### src/rtl/ascon_pkg.sv
// Shared ASCON definitions: round count limit, FSM states, round index type and
// the round-constant helper used by the permutation controller.
package ascon_pkg;

    localparam int ASCON_MAX_ROUNDS = 12;

    typedef logic [3:0] round_idx_t;

    localparam round_idx_t ASCON_LAST_IDX = 4'd11;

    typedef enum logic [1:0] {
        IDLE,
        LOAD,
        RUN,
        DONE
    } perm_state_e;

    // Round constant: upper nibble counts down while the lower nibble counts up.
    function automatic logic [7:0] ascon_rc(round_idx_t idx);
        return {4'hF - idx, idx};
    endfunction

endpackage

### src/rtl/ascon_perm_ctrl_if.sv
// Handshake and datapath-control bundle between the mode FSM (master), the
// permutation controller (slave) and the permutation datapath.
// abort_i exists only when ASCON_PERM_ABORT_EN is defined.
interface ascon_perm_ctrl_if;

    logic       start_valid_i;
    logic       start_ready_o;
    logic       mode_i;
    logic       state_load_o;
    logic       round_en_o;
    logic [3:0] round_idx_o;
    logic [7:0] rc_o;
    logic       last_round_o;
    logic       done_valid_o;
    logic       done_ready_i;
    logic       busy_o;
`ifdef ASCON_PERM_ABORT_EN
    logic       abort_i;
`endif

    modport master (
        output start_valid_i, mode_i, done_ready_i,
`ifdef ASCON_PERM_ABORT_EN
        output abort_i,
`endif
        input  start_ready_o, state_load_o, round_en_o, round_idx_o, rc_o,
        input  last_round_o, done_valid_o, busy_o
    );

    modport slave (
        input  start_valid_i, mode_i, done_ready_i,
`ifdef ASCON_PERM_ABORT_EN
        input  abort_i,
`endif
        output start_ready_o, state_load_o, round_en_o, round_idx_o, rc_o,
        output last_round_o, done_valid_o, busy_o
    );

endinterface

### src/rtl/ascon_rc_gen.sv
// Round index counter with round-constant and last-round registers.
// The index is loaded with its start value on accept, steps once per RUN cycle
// and saturates at the final round index.
module ascon_rc_gen
    import ascon_pkg::*;
(
    input  logic       clk,
    input  logic       rst,
    input  logic       i_load,
    input  round_idx_t i_start_idx,
    input  logic       i_inc,
    input  logic       i_en_next,
    output round_idx_t o_idx,
    output logic [7:0] o_rc,
    output logic       o_last
);

    round_idx_t r_idx;
    logic [7:0] r_rc;
    logic       r_last;
    round_idx_t w_idx_next;

    // Next index: load wins over increment; never step past the last round.
    always_comb begin
        w_idx_next = r_idx;
        if (i_load) begin
            w_idx_next = i_start_idx;
        end else if (i_inc && (r_idx != ASCON_LAST_IDX)) begin
            w_idx_next = r_idx + 4'd1;
        end
    end

    // Index, constant and last flag are registered together so they line up with round_en.
    always_ff @(posedge clk) begin
        if (rst) begin
            r_idx  <= '0;
            r_rc   <= '0;
            r_last <= 1'b0;
        end else begin
            r_idx  <= w_idx_next;
            r_rc   <= ascon_rc(w_idx_next);
            r_last <= i_en_next && (w_idx_next == ASCON_LAST_IDX);
        end
    end

    assign o_idx  = r_idx;
    assign o_rc   = r_rc;
    assign o_last = r_last;

endmodule

### src/rtl/ascon_perm_ctrl.sv
// ASCON permutation round sequencer: IDLE -> LOAD -> RUN -> DONE.
// Optional build macro ASCON_PERM_ABORT_EN adds abort_i, which returns any
// busy state to IDLE on the next edge without signalling completion.
module ascon_perm_ctrl
    import ascon_pkg::*;
#(
    parameter int ROUNDS_A = 12,
    parameter int ROUNDS_B = 6
) (
    input logic            clk,
    input logic            rst,
    ascon_perm_ctrl_if.slave bus
);

    if ((ROUNDS_A < 1) || (ROUNDS_A > ASCON_MAX_ROUNDS)) begin : g_bad_rounds_a
        $error("ascon_perm_ctrl: ROUNDS_A must be in 1..12");
    end
    if ((ROUNDS_B < 1) || (ROUNDS_B > ROUNDS_A)) begin : g_bad_rounds_b
        $error("ascon_perm_ctrl: ROUNDS_B must be in 1..ROUNDS_A");
    end

    localparam round_idx_t START_A = round_idx_t'(ASCON_MAX_ROUNDS - ROUNDS_A);
    localparam round_idx_t START_B = round_idx_t'(ASCON_MAX_ROUNDS - ROUNDS_B);

    perm_state_e r_state;
    logic        r_load;
    logic        r_en;
    logic        r_done;
    logic        r_busy;

    logic        w_abort;
    logic        w_ready;
    logic        w_accept;
    logic        w_en_next;
    round_idx_t  w_start_idx;
    round_idx_t  w_idx;
    logic [7:0]  w_rc;
    logic        w_last;

`ifdef ASCON_PERM_ABORT_EN
    assign w_abort = bus.abort_i && (r_state != IDLE);
`else
    assign w_abort = 1'b0;
`endif

    // Ready follows done_ready in DONE so a new request can chain onto the handshake.
    assign w_ready     = (r_state == IDLE) || ((r_state == DONE) && bus.done_ready_i);
    assign w_accept    = bus.start_valid_i && w_ready && !w_abort;
    assign w_start_idx = bus.mode_i ? START_B : START_A;
    assign w_en_next   = !w_abort &&
                         ((r_state == LOAD) || ((r_state == RUN) && (w_idx != ASCON_LAST_IDX)));

    ascon_rc_gen u_rc_gen (
        .clk         (clk),
        .rst         (rst),
        .i_load      (w_accept),
        .i_start_idx (w_start_idx),
        .i_inc       ((r_state == RUN) && !w_abort),
        .i_en_next   (w_en_next),
        .o_idx       (w_idx),
        .o_rc        (w_rc),
        .o_last      (w_last)
    );

    // Sequencing FSM with registered strobes; abort and reset both drop to IDLE silently.
    always_ff @(posedge clk) begin
        if (rst || w_abort) begin
            r_state <= IDLE;
            r_load  <= 1'b0;
            r_en    <= 1'b0;
            r_done  <= 1'b0;
            r_busy  <= 1'b0;
        end else begin
            r_load <= 1'b0;
            case (r_state)
                IDLE: begin
                    if (w_accept) begin
                        r_state <= LOAD;
                        r_load  <= 1'b1;
                        r_busy  <= 1'b1;
                    end
                end
                LOAD: begin
                    r_state <= RUN;
                    r_en    <= 1'b1;
                end
                RUN: begin
                    if (w_idx == ASCON_LAST_IDX) begin
                        r_state <= DONE;
                        r_en    <= 1'b0;
                        r_done  <= 1'b1;
                    end
                end
                DONE: begin
                    if (bus.done_ready_i) begin
                        r_done <= 1'b0;
                        if (bus.start_valid_i) begin
                            r_state <= LOAD;
                            r_load  <= 1'b1;
                        end else begin
                            r_state <= IDLE;
                            r_busy  <= 1'b0;
                        end
                    end
                end
                default: begin
                    r_state <= IDLE;
                    r_busy  <= 1'b0;
                end
            endcase
        end
    end

    assign bus.start_ready_o = w_ready;
    assign bus.state_load_o  = r_load;
    assign bus.round_en_o    = r_en;
    assign bus.round_idx_o   = w_idx;
    assign bus.rc_o          = w_rc;
    assign bus.last_round_o  = w_last;
    assign bus.done_valid_o  = r_done;
    assign bus.busy_o        = r_busy;

endmodule

### src/flat_wrapper.sv
// flat-port wrapper written by rule: the top's interface ports become plain ports
module ascon_perm_ctrl_flat import ascon_pkg::*;
#(
    parameter int ROUNDS_A = 12,
    parameter int ROUNDS_B = 6
)
  (clk, rst, bus_start_valid_i, bus_mode_i, bus_done_ready_i, bus_start_ready_o, bus_state_load_o, bus_round_en_o, bus_round_idx_o, bus_rc_o, bus_last_round_o, bus_done_valid_o, bus_busy_o);
  ascon_perm_ctrl_if bus_i ();
  input logic clk;
  input logic rst;
  input wire logic [$bits(bus_i.start_valid_i)-1:0] bus_start_valid_i;
  input wire logic [$bits(bus_i.mode_i)-1:0] bus_mode_i;
  input wire logic [$bits(bus_i.done_ready_i)-1:0] bus_done_ready_i;
  output wire logic [$bits(bus_i.start_ready_o)-1:0] bus_start_ready_o;
  output wire logic [$bits(bus_i.state_load_o)-1:0] bus_state_load_o;
  output wire logic [$bits(bus_i.round_en_o)-1:0] bus_round_en_o;
  output wire logic [$bits(bus_i.round_idx_o)-1:0] bus_round_idx_o;
  output wire logic [$bits(bus_i.rc_o)-1:0] bus_rc_o;
  output wire logic [$bits(bus_i.last_round_o)-1:0] bus_last_round_o;
  output wire logic [$bits(bus_i.done_valid_o)-1:0] bus_done_valid_o;
  output wire logic [$bits(bus_i.busy_o)-1:0] bus_busy_o;
  assign bus_i.start_valid_i = bus_start_valid_i;
  assign bus_i.mode_i = bus_mode_i;
  assign bus_i.done_ready_i = bus_done_ready_i;
  assign bus_start_ready_o = bus_i.start_ready_o;
  assign bus_state_load_o = bus_i.state_load_o;
  assign bus_round_en_o = bus_i.round_en_o;
  assign bus_round_idx_o = bus_i.round_idx_o;
  assign bus_rc_o = bus_i.rc_o;
  assign bus_last_round_o = bus_i.last_round_o;
  assign bus_done_valid_o = bus_i.done_valid_o;
  assign bus_busy_o = bus_i.busy_o;
  ascon_perm_ctrl #(.ROUNDS_A(ROUNDS_A), .ROUNDS_B(ROUNDS_B)) u_core (.clk(clk), .rst(rst), .bus(bus_i));
endmodule
### config.mk
export PLATFORM = sky130hd
export DESIGN_NAME = ascon_perm_ctrl_flat
export DESIGN_NICKNAME = d
export VERILOG_FILES = /design/src/rtl/ascon_pkg.sv /design/src/rtl/ascon_perm_ctrl_if.sv /design/src/rtl/ascon_rc_gen.sv /design/src/rtl/ascon_perm_ctrl.sv /design/src/flat_wrapper.sv
export SDC_FILE = /design/constraint.sdc
export NUM_CORES = 1
export LEC_CHECK = 0
export ABC_AREA = 1
export CAP_MARGIN = 40
export CORE_MARGIN = 1.5
export CORE_UTILIZATION = 41
export DETAILED_ROUTE_END_ITERATION = 7
export GPL_TIMING_DRIVEN = 0
export PLACE_DENSITY = 0.73
export REMOVE_ABC_BUFFERS = 1
export SETUP_SLACK_MARGIN = 0.5
export SYNTH_ARGS = -nofsm -noshare
export SYNTH_HDL_FRONTEND = slang
export SYNTH_SLANG_ARGS = --single-unit
### constraint.sdc
create_clock -name clk -period 1.53 [get_ports clk]
set_clock_uncertainty 0.2 [all_clocks]
set_input_delay 0.306 -clock clk [delete_from_list [all_inputs] [get_ports clk]]
set_output_delay 0.306 -clock clk [all_outputs]
set_load 0.01 [all_outputs]
Word-level counts from Yosys, hierarchy flattened. Cells that the tools add are included.

Eq/ne operators: 10. Mux-type cells: 21. Reduce and logical (&&, ||, !) cells: 14. Add/sub/neg operators: 2.

Operator list (count): $mux 1 (10); $eq 4x4->1 const B (2); $mux 4 (2); $pmux 1 s2 (4); $pmux 2 s4 (1); $mux 2 (3); $ne 2x2->1 const B (3); $reduce_and 3->1 (2); $reduce_bool 2->1 (3); $add 4x1->4 const B (1); $eq 2x2->1 const B (2); $logic_and 1x1->1 (4); $ne 4x4->1 const B (1); $reduce_and 4->1 (1); $sub 4x4->4 const A (1); $mux 3 (1); $eq 2x1->1 const B (1); $logic_not 2->1 (1); $logic_or 1x1->1 (2); $ne 2x1->1 const B (1); $reduce_and 2->1 (1).

Register bits after elaboration: 19. Bits of input ports: 5.

Depth between registers and ports, before layout. Gate-level depths: netlist of the first run.

Word-level depth: 7. Mapped depth: 10.

Hierarchy. A second synthesis of the first run with hierarchy kept.

Cells, all modules: 121. Area, all modules: 858.3 µm².

Modules (own cells, without submodules): ascon_rc_gen (times used 1, cells each 57, area each 439.2 µm²); ascon_perm_ctrl (times used 1, cells each 64, area each 419.2 µm²).

Worst setup path after synthesis of the first run. OpenSTA, ideal clock, no wires.

Kind: reg2reg. From: reg u_core.r_state[0]. To: reg u_core.u_rc_gen.r_last, in the netlist u_core.u_rc_gen.o_last. Setup slack: -23 ps. Period minus slack after synthesis: 1553 ps. Setup time: 111 ps. Buffers on the path: 0. Required time: 1219 ps. Data arrival time: 1242 ps. Cell stages (with the launch flop): 8. Cell sequence: dfxtp_1 ha_1 nand2_2 nand2_4 nand2_4 or2_4 nand4_1 nor2_1.

Word-level cells in the longest chain between the ends: 7. Elaborated cells on any way between the ends: 13. Classes of those cells: 4 x eq/ne; 2 x mux; 7 x reduce/logical.

RTL lines: from (decl) (RTL line ascon_perm_ctrl.sv:25) `perm_state_e r_state;`; from (signal assigned) (RTL line ascon_perm_ctrl.sv:68) `r_state <= IDLE;`; from (signal assigned) (RTL line ascon_perm_ctrl.sv:78) `r_state <= LOAD;`; from (signal assigned) (RTL line ascon_perm_ctrl.sv:84) `r_state <= RUN;`; $eq 2x2->1 (RTL line ascon_perm_ctrl.sv:47) `assign w_ready = (r_state == IDLE) || ((r_state == DONE) && bus.done_ready_i);`; $logic_and 1x1->1 (RTL line ascon_perm_ctrl.sv:47); $logic_or 1x1->1 (*) (RTL line ascon_perm_ctrl.sv:47); net bus_start_ready_o (RTL line flat_wrapper.sv:14) `output wire logic [$bits(bus_i.start_ready_o)-1:0] bus_start_ready_o;`; $logic_and 1x1->1 (*) (RTL line ascon_perm_ctrl.sv:48) `assign w_accept = bus.start_valid_i && w_ready && !w_abort;`; $mux 4 (*) (RTL line ascon_rc_gen.sv:26) `if (i_load) begin`; $eq 4x4->1 (*) (RTL line ascon_rc_gen.sv:42) `r_last <= i_en_next && (w_idx_next == ASCON_LAST_IDX);`; $logic_and 1x1->1 (*) (RTL line ascon_rc_gen.sv:42); to (signal assigned) (RTL line ascon_rc_gen.sv:42); to (decl) (RTL line ascon_rc_gen.sv:20) `logic r_last;`.

Mark *: on every way through the listed nets, which the timed path passes. The rest lies on a longest branch. A chain may end at the register's enable or synchronous reset.

Worst setup path in the final report of the first run.
From: reg u_core.r_state[0]. To: out bus_start_ready_o.

Word-level cells in the longest chain between the ends: 3. Elaborated cells on any way between the ends: 4. Classes of those cells: 1 x eq/ne; 3 x reduce/logical.

RTL lines (RTL line): $eq 2x2->1 (ascon_perm_ctrl.sv:47); $logic_and 1x1->1 (ascon_perm_ctrl.sv:47); $logic_or 1x1->1 (*) (ascon_perm_ctrl.sv:47); to (decl) (flat_wrapper.sv:14).

Mark *: on every way between the ends. The rest lies on a longest branch, timed or not.

==> metrics.txt, run 1 <==
share of cells above drive strength 1=0.567; post-route cell area=1350 µm²; CP required=1020 ps; area post-placement=1010 µm²; worst slew pin tran=533 ps; largest net degree at the start of global routing=13; CP Capture Type=output pin; peak supply drop=1.43 mV; DRC=0; CP Cell Sequence=buf_12 -> ha_4 -> nand2_4 -> nand2_4 -> buf_6; first-pass GRT wire length=3330 µm; clock net sink count=15; core area=1760 µm²; post-synthesis sequential area ratio=0.378; Hold Crit Class=reg2reg; final worst slack=-136 ps; Antenna diodes=0; met2 Use GR=0.315; Tmin final=1670 ps; final core occ=0.765; Final Hold Vio Count=0; drt first pass iters=4; CP max stage cell=dfxtp_4; M1 GR Usage=0.308; dpl hpwl=1180 µm; crit path DAT=1160 ps; CTS tree=yes; total power=2.72 mW; status=finished with violations; grt met3 use=0.0385; Synth area leaders=dfxtp_1 38%, nand2_1 11%, ha_1 9.4%; Worst R2R Setup Slack=-130 ps; CTS max path bufs=2; die footprint=2210 µm²; Avg WL per Cell=13.6 µm; GRT Residual Overflow=0; yosys warns=0; Avg Synthesized Cell Area=7.36 µm²; grt peak-use layer=met2; final setup fails=11; IO Count=23; setup TNS=-981 ps; area delta synth->final=69.8%; max-cap check violation count=0; number of port buffers=22; Synth Register Bits=15; most frequent CP cell=nand2_4; TritonCTS Buffers=3; Slew HR=0.645; crit-path max cell delay=370 ps; Pwr Density=2020 nW/µm²; top cell type's share of synthesized area=0.378; Die X=47.0 µm; # hold bufs at CTS=0; FILL cells=127; Die H=47.0 µm; Lkg Pwr=0.594 nW; H-tree depth=1; Total Routing Usage GR=0.216; vias in the first global route=729; cell area after synthesis=795 µm²; starting density of the core=0.450; Starting DRT DRC Count=18; failing checks=negative setup slack; RSZ-0062 raised after global routing=true; Final Wtd Congestion=0.741; Cell variety after synth=21; clk root buf=clkbuf_4; WHS Path Cells=2; Final nets=153; f_max=600 MHz; cells after synthesis=108; Fin Hold WS=311 ps; via count=833; Reg2Reg Depth=9; area leader, netlist=dfxtp_1; Std-Cell Rows=15; Worst Path Class, Setup=reg2out; vias per inst=5.02; critical path launch point type=flip-flop; worst skew pair latency=280 ps; clk slew on worst S/H paths=90 ps; ANT nets after route=0; Final Max Slew Viols=0; fin crit share=1.09; worst-path fanout max=2; initial antenna violation count=0; final wirelength=2250 µm
cell families (layout without fill, tap and decap cells):
logic type	Yosys count	after routing	share of synthesized area
simple gates	52	52	0.307
fa+ha+maj	6	6	0.0945
compound gates	13	13	0.0961
buf+inv	22	55	0.124
flops	15	15	0.378
final timing paths:
kind	from	to
setup / recovery	u_core.r_state[0]	bus_start_ready_o
hold / removal	u_core.bus.busy_o	u_core.bus.busy_o
setup reg to reg	u_core.r_state[0]	u_core.u_rc_gen.o_last
hold reg to reg	u_core.bus.busy_o	u_core.bus.busy_o
final cells by class:
| cell class | count | area (µm²) | share of cell area |
|---|---|---|---|
| Multi-Input combinational cell | 71 | 566 | 0.419 |
| Clock buffer | 4 | 26.3 | 0.0195 |
| Timing Repair Buffer | 35 | 337 | 0.250 |
| Tap cell | 25 | 31.3 | 0.0232 |
| Inverter | 16 | 67.6 | 0.0501 |
| Sequential cell | 15 | 322 | 0.238 |
placed cells by master (no fill, tap or decap):
cell	instances
clkbuf_1	1
nand3_4	1
nand2_2	2
inv_1	9
nor3_4	1
nor2_4	2
dlygate4sd2_1	1
ha_4	4
nor2_2	2
nor2_1	9
inv_4	3
or2_4	1
inv_2	4
nand4_1	2
nand3_2	1
buf_2	6
nand2_1	18
ha_2	1
clkbuf_4	3
o21ai_2	2
buf_6	18
o21bai_4	1
nand2_8	1
dfxtp_2	5
a21oi_1	3
dfxtp_1	6
clkdlybuf4s50_1	3
ha_1	1
o21ai_0	1
nand2_4	6
buf_4	6
nand3_1	5
buf_12	1
a31oi_1	1
a21oi_2	5
nor3_1	1
dfxtp_4	4
layer usage:
layer	wire (µm)	up-vias	share of wire
met5	0	-	0
met1	994	399	0.44
met2	1120	26	0.50
met3	113	4	0.050
met4	24	0	0.011
li1	-	404	-
critical path, delay by kind of cell (launching register included):
family / cells / cell delay [ps]
adders and majority gates: 1 / 160
buffers and inverters: 2 / 230
DFF: 1 / 370
and+or+nand+nor: 2 / 110
registers in the layout, indices dropped and copies added, names as in the netlist:
register and count:
u_core.u_rc_gen.o_last 1, u_core.u_rc_gen.o_idx 3, u_core.r_state 2, u_core.u_rc_gen.o_rc 5
u_core.bus.state_load_o 1, u_core.bus.round_en_o 1, u_core.bus.busy_o 1, u_core.bus.done_valid_o 1
metrics by stage:
| step | instances | setup slack (ps) |
|---|---|---|
| 2_1_floorplan | 102 | -22.7 |
| 3_3_place_gp | 149 | -438 |
| 3_5_place_dp | 149 | -455 |
| 4_1_cts | 163 | -128 |
| 5_1_grt | 166 | -174 |
| 6_report | 166 | -136 |
power by group:
group          switching, mW  internal [mW]
Clock                  0.127          0.101
Sequential             0.108          0.540
Combinational          0.936          0.907
synth_stat cells:
cell type and instances:
buf_1 1, o21ai_0 3, a31oi_1 1, nand2_1 23, nor3_1 2, nand4_1 2, a21oi_2 2, o21bai_1 1
a21oi_1 6, nor2_1 12, inv_1 16, ha_1 6, nand2_2 2, buf_2 1, dfxtp_1 15, nand2_4 2
buf_4 4, nand3_1 6, nor2_2 1, or2_4 1, nand3_2 1
repair_timing:
| item | in CTS | in global routing |
|---|---|---|
| endpoints found under the setup margin | 33 | 33 |
| setup buffers | 10 | 3 |
| pin swaps | 10 | 4 |
| cloned | 0 | 0 |
| gates resized for setup | 134 | 17 |
Note: power is estimated with default switching activity, not from simulation.
==> run 2: changes to the inputs <==
ABC_AREA = 0   (was 1)
CORE_UTILIZATION = 40   (was 41)
RECOVER_POWER = 50   (was unset)
SETUP_SLACK_MARGIN = 0.05   (was 0.5)
==> run 2 against run 1 <==
  * The flow still finishes with violations (negative setup slack)
  * Utilization fell by 4.6 points
  * Die area fell by 3.1%
  * Clock-buffer cell count did not move
  * Final area fell by 7.1%
  * Maximum frequency fell by 5.4%
  * Synthesized cell count fell by 23%
  * Worst setup slack got worse by 96 ps
  * Combinational power fell by 20%
  * Synthesized area fell by 5.7%
  * Wire length fell by 4.4%
  * Critical endpoint is now u_core.r_state[1]
  * Largest cell class unchanged
  * Largest power group unchanged
==> metrics.txt, run 2 <==
via count=727 (was 833); most frequent cell after synthesis=dfxtp_1 (was nand2_1); critical path launch point type=flip-flop (unchanged); DRC=0 (unchanged); fin crit share=1.15 (was 1.09); M1 GR Usage=0.271 (was 0.308); post-synthesis sequential area ratio=0.401 (was 0.378); Pwr Density=1870 nW/µm² (was 2020 nW/µm²); CTS tree=yes (unchanged); Std-Cell Rows=15 (unchanged); core area=1750 µm² (was 1760 µm²); Hold Crit Class=reg2reg (unchanged); final core occ=0.718 (was 0.765); Synth Flop Type=dfxtp_1 (unchanged); RSZ-0062 raised after global routing=true (unchanged); first-pass GRT wire length=3150 µm (was 3330 µm); Slew HR=0.618 (was 0.645); vias in the first global route=644 (was 729); cell area after synthesis=749 µm² (was 795 µm²); Final Non-Filler Cells=143 (was 166); cells after synthesis=83 (was 108); grt met3 use=0.0510 (was 0.0385); drt first pass iters=4 (unchanged); status=finished with violations (unchanged); final worst slack=-232 ps (was -136 ps); peak supply drop=1.22 mV (was 1.43 mV); worst skew pair latency=280 ps (about the same); RR Startpoint=u_core.r_state[0] (unchanged); TritonCTS Buffers=3 (unchanged); CTS max path bufs=2 (unchanged); Avg Synthesized Cell Area=9.03 µm² (was 7.36 µm²); worst slew pin tran=571 ps (was 533 ps); initial antenna violation count=0 (unchanged); worst-path fanout max=4 (was 2); largest net degree at the start of global routing=15 (was 13); cell count after placement=124 (was 149); f_max=568 MHz (was 600 MHz); final setup fails=10 (was 11); Final Wtd Congestion=0.797 (was 0.741); met2 Use GR=0.347 (was 0.315); die footprint=2140 µm² (was 2210 µm²); crit path DAT=1720 ps (was 1160 ps); Final Max Slew Viols=0 (unchanged); CP Capture Type=flip-flop (was output pin); Critical Path Source=u_core.r_state[0] (unchanged); dpl hpwl=1130 µm (was 1180 µm); Antenna diodes=0 (unchanged); highest-count cells in the layout ignoring fill and taps=12 x dlygate4sd2_1, 12 x buf_4, 9 x dfxtp_1 (was 18 x nand2_1, 18 x buf_6, 9 x inv_1, 9 x nor2_1); max FFs per register=5 (unchanged); Post-synth top cells=15 x dfxtp_1, 9 x nor2_1, 7 x inv_1, 7 x nand2_1, 6 x ha_1 (was 23 x nand2_1, 16 x inv_1, 15 x dfxtp_1); area delta synth->final=67.3% (was 69.8%); Synth area leaders=dfxtp_1 40%, ha_1 10%, mux2i_1 5.3% (was dfxtp_1 38%, nand2_1 11%, ha_1 9.4%); post-synthesis async set-or-reset flop share=0 (unchanged); final wirelength=2150 µm (was 2250 µm); Final nets=130 (was 153); yosys warns=0 (unchanged); top cell type's share of synthesized area=0.401 (was 0.378); Synth Register Bits=15 (unchanged); Total Routing Usage GR=0.220 (was 0.216); Avg WL per Cell=15.1 µm (was 13.6 µm); clk root buf=clkbuf_4 (unchanged); IO Count=23 (unchanged); Cell variety after synth=29 (was 21); clock net sink count=15 (unchanged); Die H=46.3 µm (was 47.0 µm); grt peak-use layer=met2 (unchanged); share of cells above drive strength 1=0.449 (was 0.567); Final Hold Vio Count=0 (unchanged); Lkg Pwr=0.595 nW (was 0.594 nW); GRT Residual Overflow=0 (unchanged); min-delay src=u_core.bus.round_en_o (was u_core.bus.busy_o); H-tree depth=1 (unchanged); Worst Path Class, Setup=reg2reg (was reg2out); number of port buffers=22 (unchanged); vias per inst=5.08 (was 5.02); clk slew on worst S/H paths=100 ps (was 90 ps); setup TNS=-1290 ps (was -981 ps); starting density of the core=0.429 (was 0.450); ANT nets after route=0 (unchanged); Tmin final=1760 ps (was 1670 ps); Die X=46.3 µm (was 47.0 µm); failing checks=negative setup slack (unchanged); area leader, netlist=dfxtp_1 (unchanged); Post-synth EDFFs=0 (unchanged); Starting DRT DRC Count=15 (was 18); max-cap check violation count=0 (unchanged); CP required=1490 ps (was 1020 ps)
==> run 2: where the power goes <==
group	internal (mW)	switching (mW)	total, mW
sequential	0.523	0.114	0.637
combinational	0.759	0.721	1.48
clock	0.101	0.131	0.232
==> run 2: layer usage <==
metal  share of wire  up-vias
met5               0        -
met4           0.039        0
met3           0.033        8
met2            0.49       27
met1            0.44      337
li1                -      355
==> run 2: kinds of logic (layout without fill, tap and decap cells) <==
logic type                 count (synthesis)  after routing  share of synthesized area
muxes                                      4              4                     0.0534
xor gates and xnor gates                   2              2                     0.0234
AOI/OAI and AO/OA                         16             16                      0.147
and+or+nand+nor                           27             27                      0.189
buffers and inverters                     13             48                     0.0868
DFF                                       15             15                      0.401
adders and majority gates                  6              6                      0.100
==> run 2: worst paths after layout <==
kind | cells after the start | end | slack (ps)
worst max-delay path | 6 | u_core.r_state[1] | -230
worst min-delay path | 2 | u_core.bus.round_en_o | 280
worst max register to register | 6 | u_core.r_state[1] | -230
worst min register to register | 2 | u_core.bus.round_en_o | 280
==> run 2: final cells by class <==
class | instances | area, µm²
Tap cell | 25 | 31.3
Clock buffer | 4 | 26.3
Timing Repair Buffer | 37 | 318
Fill cell | 120 | 492
Inverter | 7 | 33.8
Multi-Input combinational cell | 55 | 524
Sequential cell | 15 | 320
==> run 2: stage by stage <==
step                      hold slack, ps  worst slack, ps  area (µm²)  total power, mW
after floorplan                      175             -404         711             1.13
after global placement               259             -541         962             1.47
after detailed placement             272             -575         962             1.49
after CTS                            283             -197        1220             2.18
after global routing                 343             -331        1250             2.49
final                                281             -232        1250             2.35
==> run 2: timing repair <==
action | CTS | global route
endpoints found under the setup margin | 33 | 21
hold buffers | 0 | 0
pin swaps | 11 | 4
gates resized for setup | 70 | 10
buffers inserted | 11 | 5
==> run 2: critical path, stage by stage, from the launching register on <==
cell,delay [ps]
dfxtp_4,400
inv_6,50
ha_4,170
a222oi_1,360
buf_4,200
mux2i_1,190
nor2_1,50
